`src/rtl/iterative_shift_unit_if.sv`:
```
// Request/result handshake bundle for iterative_shift_unit.
// master = requester/consumer side, slave = the shift unit.
interface iterative_shift_unit_if #(
  parameter int N  = 8,
  parameter int SW = $clog2(N)
) ();
  logic          up_valid;
  logic          up_ready;
  logic [N-1:0]  up_a;
  logic [SW-1:0] up_amount;
  logic          up_dir;
  logic          up_arith;
  logic          down_valid;
  logic          down_ready;
  logic [N-1:0]  down_res;

  modport master (
    output up_valid, up_a, up_amount, up_dir, up_arith, down_ready,
    input  up_ready, down_valid, down_res
  );

  modport slave (
    input  up_valid, up_a, up_amount, up_dir, up_arith, down_ready,
    output up_ready, down_valid, down_res
  );
endinterface

```
`src/rtl/iterative_shift_unit.sv`:
```
// One-bit-per-cycle shifter with valid/ready request and result handshakes.
// Define ITERATIVE_SHIFT_ARITH_EN to honour up_arith (sign-extending right shift).
//
// state | meaning
// IDLE  | waiting for a request, up_ready = 1
// SHIFT | shifting work one bit per edge until count reaches 0
// DONE  | result held on down_res, down_valid = 1 until consumed
module iterative_shift_unit #(
  parameter int N  = 8,
  parameter int SW = $clog2(N)
) (
  input  logic clk,
  input  logic rst,
  iterative_shift_unit_if.slave bus
);
  typedef enum logic [1:0] {IDLE, SHIFT, DONE} state_t;

  state_t        state;
  logic [N-1:0]  work;
  logic [SW-1:0] count;
  logic          dir_q;
  logic          fill_msb;

`ifdef ITERATIVE_SHIFT_ARITH_EN
  logic arith_q;
  assign fill_msb = arith_q & work[N-1];
`else
  logic unused_arith;
  assign unused_arith = bus.up_arith;
  assign fill_msb     = 1'b0;
`endif

  assign bus.up_ready   = (state == IDLE);
  assign bus.down_valid = (state == DONE);
  assign bus.down_res   = work;

  always_ff @(posedge clk) begin
    if (rst) begin
      state <= IDLE;
      work  <= '0;
      count <= '0;
      dir_q <= 1'b0;
`ifdef ITERATIVE_SHIFT_ARITH_EN
      arith_q <= 1'b0;
`endif
    end else begin
      case (state)
        IDLE: begin
          if (bus.up_valid) begin
            work  <= bus.up_a;
            count <= bus.up_amount;
            dir_q <= bus.up_dir;
`ifdef ITERATIVE_SHIFT_ARITH_EN
            arith_q <= bus.up_arith;
`endif
            state <= (bus.up_amount == '0) ? DONE : SHIFT;
          end
        end
        SHIFT: begin
          if (dir_q)
            work <= {fill_msb, work[N-1:1]};
          else
            work <= {work[N-2:0], 1'b0};
          count <= count - SW'(1);
          if (count == SW'(1))
            state <= DONE;
        end
        DONE: begin
          if (bus.down_ready)
            state <= IDLE;
        end
        default: state <= IDLE;
      endcase
    end
  end
endmodule
```
`src/flat_wrapper.sv`:
```
// flat-port wrapper written by rule: the top's interface ports become plain ports
module iterative_shift_unit_flat 
#(
  parameter int N  = 8,
  parameter int SW = $clog2(N)
)
  (clk, rst, bus_up_valid, bus_up_a, bus_up_amount, bus_up_dir, bus_up_arith, bus_down_ready, bus_up_ready, bus_down_valid, bus_down_res);
  iterative_shift_unit_if #(.N(N), .SW(SW)) bus_i ();
  input  logic clk;
  input  logic rst;
  input wire logic [$bits(bus_i.up_valid)-1:0] bus_up_valid;
  input wire logic [$bits(bus_i.up_a)-1:0] bus_up_a;
  input wire logic [$bits(bus_i.up_amount)-1:0] bus_up_amount;
  input wire logic [$bits(bus_i.up_dir)-1:0] bus_up_dir;
  input wire logic [$bits(bus_i.up_arith)-1:0] bus_up_arith;
  input wire logic [$bits(bus_i.down_ready)-1:0] bus_down_ready;
  output wire logic [$bits(bus_i.up_ready)-1:0] bus_up_ready;
  output wire logic [$bits(bus_i.down_valid)-1:0] bus_down_valid;
  output wire logic [$bits(bus_i.down_res)-1:0] bus_down_res;
  assign bus_i.up_valid = bus_up_valid;
  assign bus_i.up_a = bus_up_a;
  assign bus_i.up_amount = bus_up_amount;
  assign bus_i.up_dir = bus_up_dir;
  assign bus_i.up_arith = bus_up_arith;
  assign bus_i.down_ready = bus_down_ready;
  assign bus_up_ready = bus_i.up_ready;
  assign bus_down_valid = bus_i.down_valid;
  assign bus_down_res = bus_i.down_res;
  iterative_shift_unit #(.N(N), .SW(SW)) u_core (.clk(clk), .rst(rst), .bus(bus_i));
endmodule
```
`config.mk`:
```
export PLATFORM = sky130hd
export DESIGN_NAME = iterative_shift_unit_flat
export DESIGN_NICKNAME = d
export VERILOG_FILES = /design/src/rtl/iterative_shift_unit_if.sv /design/src/rtl/iterative_shift_unit.sv /design/src/flat_wrapper.sv
export SDC_FILE = /design/constraint.sdc
export NUM_CORES = 1
export LEC_CHECK = 0
export ABC_AREA = 0
export BUFFER_PORTS_ARGS = -buffer_cell sky130_fd_sc_hd__buf_2
export CAP_MARGIN = 15
export CORE_MARGIN = 8
export CORE_UTILIZATION = 43
export CTS_CLUSTER_DIAMETER = 150
export DETAILED_ROUTE_END_ITERATION = 8
export PLACE_DENSITY = 0.78
export SLEW_MARGIN = 10
export SYNTH_ARGS = -nofsm -noshare
export SYNTH_HDL_FRONTEND = slang
export SYNTH_SLANG_ARGS = --single-unit
```
`constraint.sdc`:
```
create_clock -name clk -period 1.55 [get_ports clk]
set_clock_uncertainty 0.1 [all_clocks]
set_input_delay 0.155 -clock clk [delete_from_list [all_inputs] [get_ports clk]]
set_output_delay 0.155 -clock clk [all_outputs]
set_load 0.02 [all_outputs]
```
==> results of run 1 <==
## cell type report
cell class | instances | area, µm²
flip-flops and latches | 14 | 282.8
clock buffers | 4 | 36.28
inverters | 7 | 26.28
multi-input cells | 68 | 447.9
fillers | 177 | 732.0
repair buffers | 31 | 170.2
well taps | 25 | 31.28
## routing by layer
metal,vias up,wire length (µm),share of wire,track usage
met1,372,922,0.44,0.1520
met4,0,59,0.028,0.09215
met5,-,0,0,0
met2,16,1054,0.50,0.2181
li1,403,-,-,-
met3,4,74,0.035,0.02609
## flip-flops by register name, summed over array words and instances, names as in the netlist
signal,count
u_core.count,3
u_core.bus.down_res,8
u_core.dir_q,1
u_core.state,2
## cell usage in the layout (no fill, tap or decap), drive strengths merged, types with 3 or more instances in the layout
cell type | synthesis | routed
buf | 3 | 31
a21oi | 7 | 7
clkbuf | 4 | 4
nor2b | 7 | 7
nand2 | 7 | 7
dfxtp | 14 | 14
o32ai | 6 | 6
o21ai | 3 | 3
nor2 | 8 | 8
a211oi | 7 | 7
inv | 7 | 7
## cell families (layout without fill, tap and decap cells)
group | Yosys count | in the layout | share of synthesized area
buffers and inverters | 14 | 42 | 0.07764
AO/OA/AOI/OAI | 31 | 31 | 0.2853
AND/OR/NAND/NOR | 34 | 34 | 0.2377
adder cells (fa/ha/maj) | 2 | 2 | 0.03169
multiplexers | 1 | 1 | 0.01268
flip-flops | 14 | 14 | 0.3550
## metrics by stage
stage	std cells	instance area, µm²
floorplan	96	789.5
global placement	145	955.9
detailed placement	145	955.9
CTS	149	992.2
global route	149	994.7
finish	149	994.7
## critical path, stage by stage, from the launching register on
cell     delay [ps]
dfxtp_2         360
or3b_4          410
or4_1           410
a21oi_1         140
## final timing paths
check	slack, ps	cells after the start	end
worst min register to register	410	2	u_core.bus.down_res[2]
worst max register to register	70	3	u_core.state[1]
worst min-delay path	6	3	u_core.dir_q
worst max-delay path	70	3	u_core.state[1]
## cell usage after synthesis (2+ instances only)
cell / instances
nand3b_1: 2
o21ai_0: 3
dfxtp_1: 14
nand2_1: 7
ha_1: 2
o32ai_1: 6
nand3_1: 2
nor3b_1: 2
a21oi_1: 7
nor2_1: 8
nor2b_1: 7
clkbuf_1: 4
a211oi_1: 7
inv_1: 7
## power groups by stage
stage | registers (µW) | clock network (µW) | logic (µW)
after floorplan | 473 | 0 | 177
after global placement | 453 | 0 | 296
after detailed placement | 457 | 0 | 305
after CTS | 448 | 275 | 306
after global routing | 457 | 297 | 337
final | 450 | 271 | 304
## repair_timing
item | CTS | global route
endpoints found under the hold margin | 0 | 0
resized for setup | 0 | 2
setup endpoints to repair | 0 | 1
==> reports/results.txt, run 1 <==
vias in the first global route: 795
Synth area leader: dfxtp_1
root buffer cell: clkbuf_4
Post-Synthesis Cells: 96
routed via count: 795
Via density: 5.336
DR pass1 iterations: 4
CTS tree: done
Internal: 683.9 µW
largest net degree at the start of global routing: 16
Crit Path Max Fanout: 8
Die Span Y: 58.85 µm
Worst Path Arrival: 1600 ps
Max Root-Sink Buffers: 2
Setup WS pre-CTS: 66.16 ps
clock sink total: 14
Seq pwr share: 0.439
row count: 15
hold_buf cts: 0
# diodes: 0
count of different cell masters after synthesis: 32
Post-synth EDFFs: 0
final number of setup-violating endpoints: 0
routability cong.: 0.8001
crit path launch type: flop
DRT iter0 DRCs: 11
Sw Share: 0.3323
final hold violations: 0
outcome: finished, final reports clean
syn avg cell area: 8.224 µm²
WHS: 5.616 ps
NumNets Final: 144
worst vdd ir: 0.5229 mV
# DRC: 0
Worst-path clk slew: 90 ps
H-tree Lvls: 1
FF+latch count, synth: 14
worst rel slew slack: 0.7006
post-synthesis sequential area ratio: 0.3550
RR Startpoint: u_core.state[1]
min-delay src: bus_up_dir
Initial Util: 0.4572
Num CTS Buffers: 3
asr flop ratio synth: 0
share of cells above drive strength 1: 0.3226
Yosys Warn Count: 0
chip width: 58.85 µm
HPWL after DPL: 1.555 mm
Max-cap violations: 0
average wire per standard cell: 14.17 µm
crit share post-route: 0.9568
port bufs: 25
Final Util: 0.5761
post-CTS setup buffers: 0
CP Capture Type: flop
CORE AREA: 1727 µm²
CP Class: flop to flop
largest cells by area after synthesis: dfxtp_1, a211oi_1, o32ai_1
Die Area: 3463 µm²
total global-route track usage: 0.1336
CP required: 1670 ps
Worst Setup SP: u_core.state[1]
FMAX: 674.3 MHz
clock share of power: 0.264
RSZ-0062 raised after global routing: false
I/O pin count: 27
Slew Viols, Final: 0
Slew @ Worst Pin: 448.5 ps
Synth top area share: 0.3550
post-route minimum period: 1483 ps
ys flop type: dfxtp_1
Mapped Nets: 115
initial antenna violation count: 0
layout overhead on the synthesized area: 25.99%
pwr/cell area: 1030 nW/µm²
GRT overflow: 0
final setup TNS: 0 ps
DRT Wirelength: 2.111 mm
Hold Path Class: input port to flop
Post-Syn Area: 789.5 µm²
Post-DRT Antenna Nets: 0
Leakage Power: 0.0004445 µW
Worst-Skew Late Latency: 280 ps
Setup WS post-layout: 66.92 ps
NetSw: 340.4 µW
first-pass GRT wire length: 3.588 mm
Gate power share: 0.296
total power: 1024 µW
No activity file was read; power rests on OpenSTA's default activity.
==> inputs of run 2 (changes only) <==
--- a/config.mk
+++ b/config.mk
@@ -8,8 +8,10 @@
 export ABC_AREA = 0
 export BUFFER_PORTS_ARGS = -buffer_cell sky130_fd_sc_hd__buf_2
 export CAP_MARGIN = 15
+export CELL_PAD_IN_SITES_DETAIL_PLACEMENT = 0
+export CELL_PAD_IN_SITES_GLOBAL_PLACEMENT = 1
 export CORE_MARGIN = 8
-export CORE_UTILIZATION = 43
+export CORE_UTILIZATION = 31
 export CTS_CLUSTER_DIAMETER = 150
 export DETAILED_ROUTE_END_ITERATION = 8
 export PLACE_DENSITY = 0.78
==> run 2 against run 1 <==
  * Utilization down 18 points
  * Sequential cell count unchanged
  * Clock power decreased by 20%
  * Sequential power hardly changed
  * Fmax about the same
  * Global-route usage is 2.8 points lower
  * Power decreased by 5.9%
  * Routed wire length is 2.9% higher
  * Via count shrank 0.38%
  * First-iteration DRC count up 120%
  * Critical path type unchanged
  * Highest routed layer unchanged
==> reports/results.txt, run 2 (synthesized netlist as in run 1, its figures left out) <==
worst rel slew slack: 0.6901 (-0.01049)
Global Route met1 Usage: 0.1285 (-0.02351)
Max Root-Sink Buffers: 2 (unchanged)
Die Span Y: 66.47 µm (+13%)
R2R depth: 3 (unchanged)
chip width: 66.47 µm (+13%)
hold_buf cts: 0 (unchanged)
Num CTS Buffers: 3 (unchanged)
Final Util: 0.3991 (-0.1770)
FMAX: 674.4 MHz (about the same)
H-tree Lvls: 1 (unchanged)
NumNets Final: 143 (-0.69%)
vias in the first global route: 821 (+3.3%)
routability cong.: 0.7901 (-1.2%)
final hold violations: 0 (unchanged)
final number of setup-violating endpoints: 0 (unchanged)
CTS tree: done
row count: 18 (+3)
DRT iter0 DRCs: 24 (+13)
initial antenna violation count: 0 (unchanged)
Via density: 5.211 (-2.3%)
RR Startpoint: u_core.state[1]
HPWL after DPL: 1.613 mm (+3.7%)
crit path to: u_core.state[1]
Worst-path clk slew: 80 ps (about the same)
Worst Setup SP: u_core.state[1]
root buffer cell: clkbuf_4
Slowest cell on crit path: or4_1
r2r setup slk: 70 ps (about the same)
clock share of power: 0.224 (-0.040)
layout overhead on the synthesized area: 24.09%
DRT Wirelength: 2.172 mm (+2.9%)
WHS: 17.65 ps (+12.03 ps)
GR Layer Usage met3: 0.02852 (+0.002437)
Seq pwr share: 0.468 (+0.029)
Setup WS pre-CTS: 54.61 ps (-11.55 ps)
largest net degree at the start of global routing: 16 (unchanged)
average wire per standard cell: 14.29 µm (+0.86%)
Post-DRT Antenna Nets: 0 (unchanged)
Slew @ Worst Pin: 464.2 ps (+15.72 ps)
GRT overflow: 0 (unchanged)
max FFs per register: 8 (unchanged)
post-route minimum period: 1483 ps (-0.2800 ps)
Worst-Skew Late Latency: 290 ps (about the same)
Max-cap violations: 0 (unchanged)
Critical Path, Cell by Cell: or3b_4 -> or4_1 -> a21oi_1
CP Capture Type: flop
# diodes: 0 (unchanged)
CP required: 1670 ps (about the same)
share of cells above drive strength 1: 0.3115 (-0.01111)
Setup WS post-layout: 67.20 ps (+0.2800 ps)
busiest layer in global routing: met2
Hold Path Class: input port to flop
Initial Util: 0.3216 (-0.1356)
Gate power share: 0.308 (+0.012)
Worst Path Arrival: 1600 ps (about the same)
crit share post-route: 0.9566 (about the same)
# DRC: 0 (unchanged)
routed via count: 792 (-0.38%)
total global-route track usage: 0.1053 (-0.02831)
most frequent cells in the layout: buf_2, dfxtp_1, nor2_1
NetSw: 336.4 µW (-1.2%)
outcome: finished, final reports clean
clock sink total: 14 (unchanged)
final setup TNS: 0 ps (unchanged)
CP Class: flop to flop
worst vdd ir: 0.5068 mV (-3.1%)
CORE AREA: 2455 µm² (+42%)
RSZ-0062 raised after global routing: false
pwr/cell area: 984.0 nW/µm² (-4.4%)
Slew Viols, Final: 0 (unchanged)
first-pass GRT wire length: 3.615 mm (+0.75%)
DR pass1 iterations: 4 (unchanged)
port bufs: 25 (unchanged)
FF-to-FF End: u_core.state[1]
I/O pin count: 27 (unchanged)
slowest stage delay, CP: 410 ps (about the same)
Crit Path Max Fanout: 8 (unchanged)
most common cell after layout, fill and taps aside: buf_2
Die Area: 4418 µm² (+28%)
crit path launch type: flop
Sw Share: 0.3490 (+0.01666)
routing usage on met2: 0.1604 (-0.05763)
Internal: 627.6 µW (-8.2%)
Leakage Power: 0.0004322 µW (-2.8%)
==> run 2: worst min path at each step <==
stage	end	start	cells past startpoint
floorplan	u_core.count[0]	rst	1
global placement	u_core.dir_q	bus_up_dir	3
detailed placement	u_core.dir_q	bus_up_dir	3
CTS	u_core.dir_q	bus_up_dir	3
global route	u_core.dir_q	bus_up_dir	3
finish	u_core.dir_q	bus_up_dir	3
==> run 2: what timing repair did <==
action,CTS,global route
setup endpoints to repair,0,3
buffers inserted,0,0
gates resized for setup,0,2
==> run 2: final cells by class <==
class                           instances  area (µm²)
Clock buffer                            3       22.52
Fill cell                             272        1475
Inverter                                7       26.28
Multi-Input combinational cell         68       447.9
Sequential cell                        14       282.8
Tap cell                               30       37.54
Timing Repair Buffer                   30       162.7
==> run 2: power groups by stage <==
stage	clock (µW)	combinational, µW	sequential, µW
CTS	222	300	450
floorplan	0	177	473
finish	216	297	451
detailed placement	0	299	458
global route	235	332	460
global placement	0	294	456
==> run 2: worst max-delay path, delay by kind of cell, from the launching register on <==
kind,cells,cell delay (ps)
simple gates,2,810
flops,1,360
compound gates,1,140
==> run 2: per-stage QoR <==
step                instance area (µm²)  power (µW)  std cells
floorplan                         789.5       650.6         96
global placement                  954.7       750.6        149
detailed placement                954.7       757.5        149
CTS                               977.2       972.9        152
global route                      979.7        1027        152
finish                            979.7       964.0        152
==> run 2: layer usage <==
metal / wire [µm] / vias to the layer above / part of all wire
met2: 1005 / 25 / 0.46
met5: 0 / - / 0
met3: 135 / 5 / 0.062
met1: 987 / 363 / 0.45
met4: 44 / 0 / 0.020
li1: - / 399 / -
==> inputs of run 3 (changes only) <==
--- a/config.mk
+++ b/config.mk
@@ -15,6 +15,7 @@
 export CTS_CLUSTER_DIAMETER = 150
 export DETAILED_ROUTE_END_ITERATION = 8
 export PLACE_DENSITY = 0.78
+export SETUP_SLACK_MARGIN = 0.2
 export SLEW_MARGIN = 10
 export SYNTH_ARGS = -nofsm -noshare
 export SYNTH_HDL_FRONTEND = slang
==> run 3 against run 2 <==
  * Non-clock buffer count grew 4
  * Highest routed layer unchanged
  * Critical endpoint unchanged
  * Largest cell class unchanged
  * Combinational power up 22%
  * Worst hold slack improved by 32 ps
  * Fmax is 1.9% lower
  * Die area stayed put
  * Largest power group unchanged
  * Sequential cell count stayed put
  * Utilization is 5.0 points higher
  * Final cell count up 3.3%
  * Via count rose by 3.0%
  * Sequential share of layout area decreased by 2.7 points
  * Global-route usage down 0.75 points
==> reports/results.txt, run 3 (synthesized netlist as in run 1, its figures left out) <==
post-route minimum period: 1511 ps (+28.23 ps)
crit path launch type: flop
min-delay src: bus_up_dir
Die Area: 4418 µm² (unchanged)
chip width: 66.47 µm (unchanged)
GRT overflow: 0 (unchanged)
CTS tree: done
largest net degree at the start of global routing: 16 (unchanged)
CORE AREA: 2455 µm² (unchanged)
Slew @ Worst Pin: 262.1 ps (-202.1 ps)
Worst-path clk slew: 80 ps (about the same)
worst vdd ir: 0.5453 mV (+7.6%)
final setup TNS: 0 ps (unchanged)
hold_buf cts: 0 (unchanged)
DRT Wirelength: 2.307 mm (+6.2%)
Worst Hold End: u_core.dir_q
# DRC: 0 (unchanged)
post-route insts no fill: 157 (+3.3%)
layout overhead on the synthesized area: 39.78%
vias in the first global route: 770 (-6.2%)
I/O pin count: 27 (unchanged)
final hold violations: 0 (unchanged)
Num CTS Buffers: 3 (unchanged)
most frequent cells in the layout: buf_2, dfxtp_1, nor2_1
max FFs per register: 8 (unchanged)
RR Startpoint: u_core.state[0]
area of the multi-input gates: 509.2 µm² (+14%)
Max-cap violations: 0 (unchanged)
routed via count: 816 (+3.0%)
clock sink total: 14 (unchanged)
RSZ-0062 raised after global routing: true
Crit Path Max Fanout: 3 (-5)
final number of setup-violating endpoints: 0 (unchanged)
FF/Latch Area: 289.0 µm² (+2.2%)
Max Root-Sink Buffers: 2 (unchanged)
CP Capture Type: flop
total power: 1011 µW (+4.8%)
FF-to-FF End: u_core.state[1]
Via density: 5.197 (-0.25%)
row count: 18 (unchanged)
pwr/cell area: 915.7 nW/µm² (-6.9%)
r2r setup slk: 40 ps (-30 ps)
share of cells above drive strength 1: 0.4094 (+0.09797)
worst rel slew slack: 0.8242 (+0.1341)
initial antenna violation count: 0 (unchanged)
Worst-Skew Late Latency: 270 ps (-20 ps)
port bufs: 25 (unchanged)
Worst Path Arrival: 1620 ps (+20 ps)
outcome: finished, final reports clean
CP Class: flop to flop
total global-route track usage: 0.09773 (-0.007534)
NumNets Final: 148 (+3.5%)
Post-DRT Antenna Nets: 0 (unchanged)
Hold Path Class: input port to flop
Hold Path Depth: 3 (unchanged)
DRT iter0 DRCs: 24 (unchanged)
H-tree Lvls: 1 (unchanged)
# diodes: 0 (unchanged)
crit share post-route: 0.9749 (+0.01821)
CP required: 1660 ps (about the same)
DR pass1 iterations: 4 (unchanged)
Leakage Power: 0.0004748 µW (+9.9%)
average wire per standard cell: 14.69 µm (+2.8%)
R2R depth: 3 (unchanged)
Slew Viols, Final: 0 (unchanged)
routability cong.: 0.7901 (unchanged)
Initial Util: 0.3216 (unchanged)
HPWL after DPL: 1.584 mm (-1.8%)
fillers: 253 (-7.0%)
Die Span Y: 66.47 µm (unchanged)
FMAX: 661.8 MHz (-1.9%)
root buffer cell: clkbuf_4
most common cell after layout, fill and taps aside: buf_2
Placed Instances: 149 (unchanged)
first-pass GRT wire length: 3.505 mm (-3.0%)
[run 3: power by group]
| part | internal, µW | total (µW) | switching, µW |
|---|---|---|---|
| Combinational | 172 | 361 | 188 |
| Clock | 89.9 | 203 | 113 |
| Sequential | 403 | 447 | 43.7 |
[run 3: how the worst max path moves through the flow]
stage / from / endpoint / slack (ps) / cells after the start
floorplan: u_core.state[1] / u_core.state[1] / 80 / 4
global placement: u_core.state[0] / u_core.state[1] / 70 / 3
global route: u_core.state[0] / u_core.state[1] / 40 / 3
detailed placement: u_core.state[0] / u_core.state[1] / 60 / 3
CTS: u_core.state[1] / u_core.state[1] / 80 / 3
finish: u_core.state[0] / u_core.state[1] / 40 / 3
[run 3: metal layers]
metal  GRT usage  vias to the layer above  share of wire
met5           0                        -              0
met4     0.02400                        0         0.0056
met3     0.02349                        2          0.052
met2      0.1460                       27           0.48
met1      0.1365                      379           0.46
li1            -                      408              -
[run 3: what timing repair did]
item / CTS / global route
gates cloned: 0 / 1
resized for setup: 5 / 17
pin swaps: 0 / 3
setup buffers: 0 / 4
setup endpoints to repair: 10 / 12
[run 3: worst max-delay path: stages (launching register included)]
cell	delay, ps
dfxtp_4	360
or3b_4	400
or4_4	430
a21oi_2	150
[run 3: final cells by class]
| class | count | share of cell area |
|---|---|---|
| Clock buffer | 3 | 0.02041 |
| Inverter | 7 | 0.02381 |
| Multi-Input combinational cell | 69 | 0.4615 |
| Sequential cell | 14 | 0.2619 |
| Tap cell | 30 | 0.03401 |
| Timing Repair Buffer | 34 | 0.1984 |
[run 3: stage by stage]
stage	utilization	hold WS [ps]	setup slack [ps]	instance area [µm²]
after floorplan	-	127.8	77.85	789.5
after global placement	0.3889	296.9	73.05	954.7
after detailed placement	0.3889	338.0	64.57	954.7
after CTS	0.4021	50.59	77.57	987.2
after global routing	0.4495	53.50	35.06	1104
final	0.4495	49.76	38.97	1104
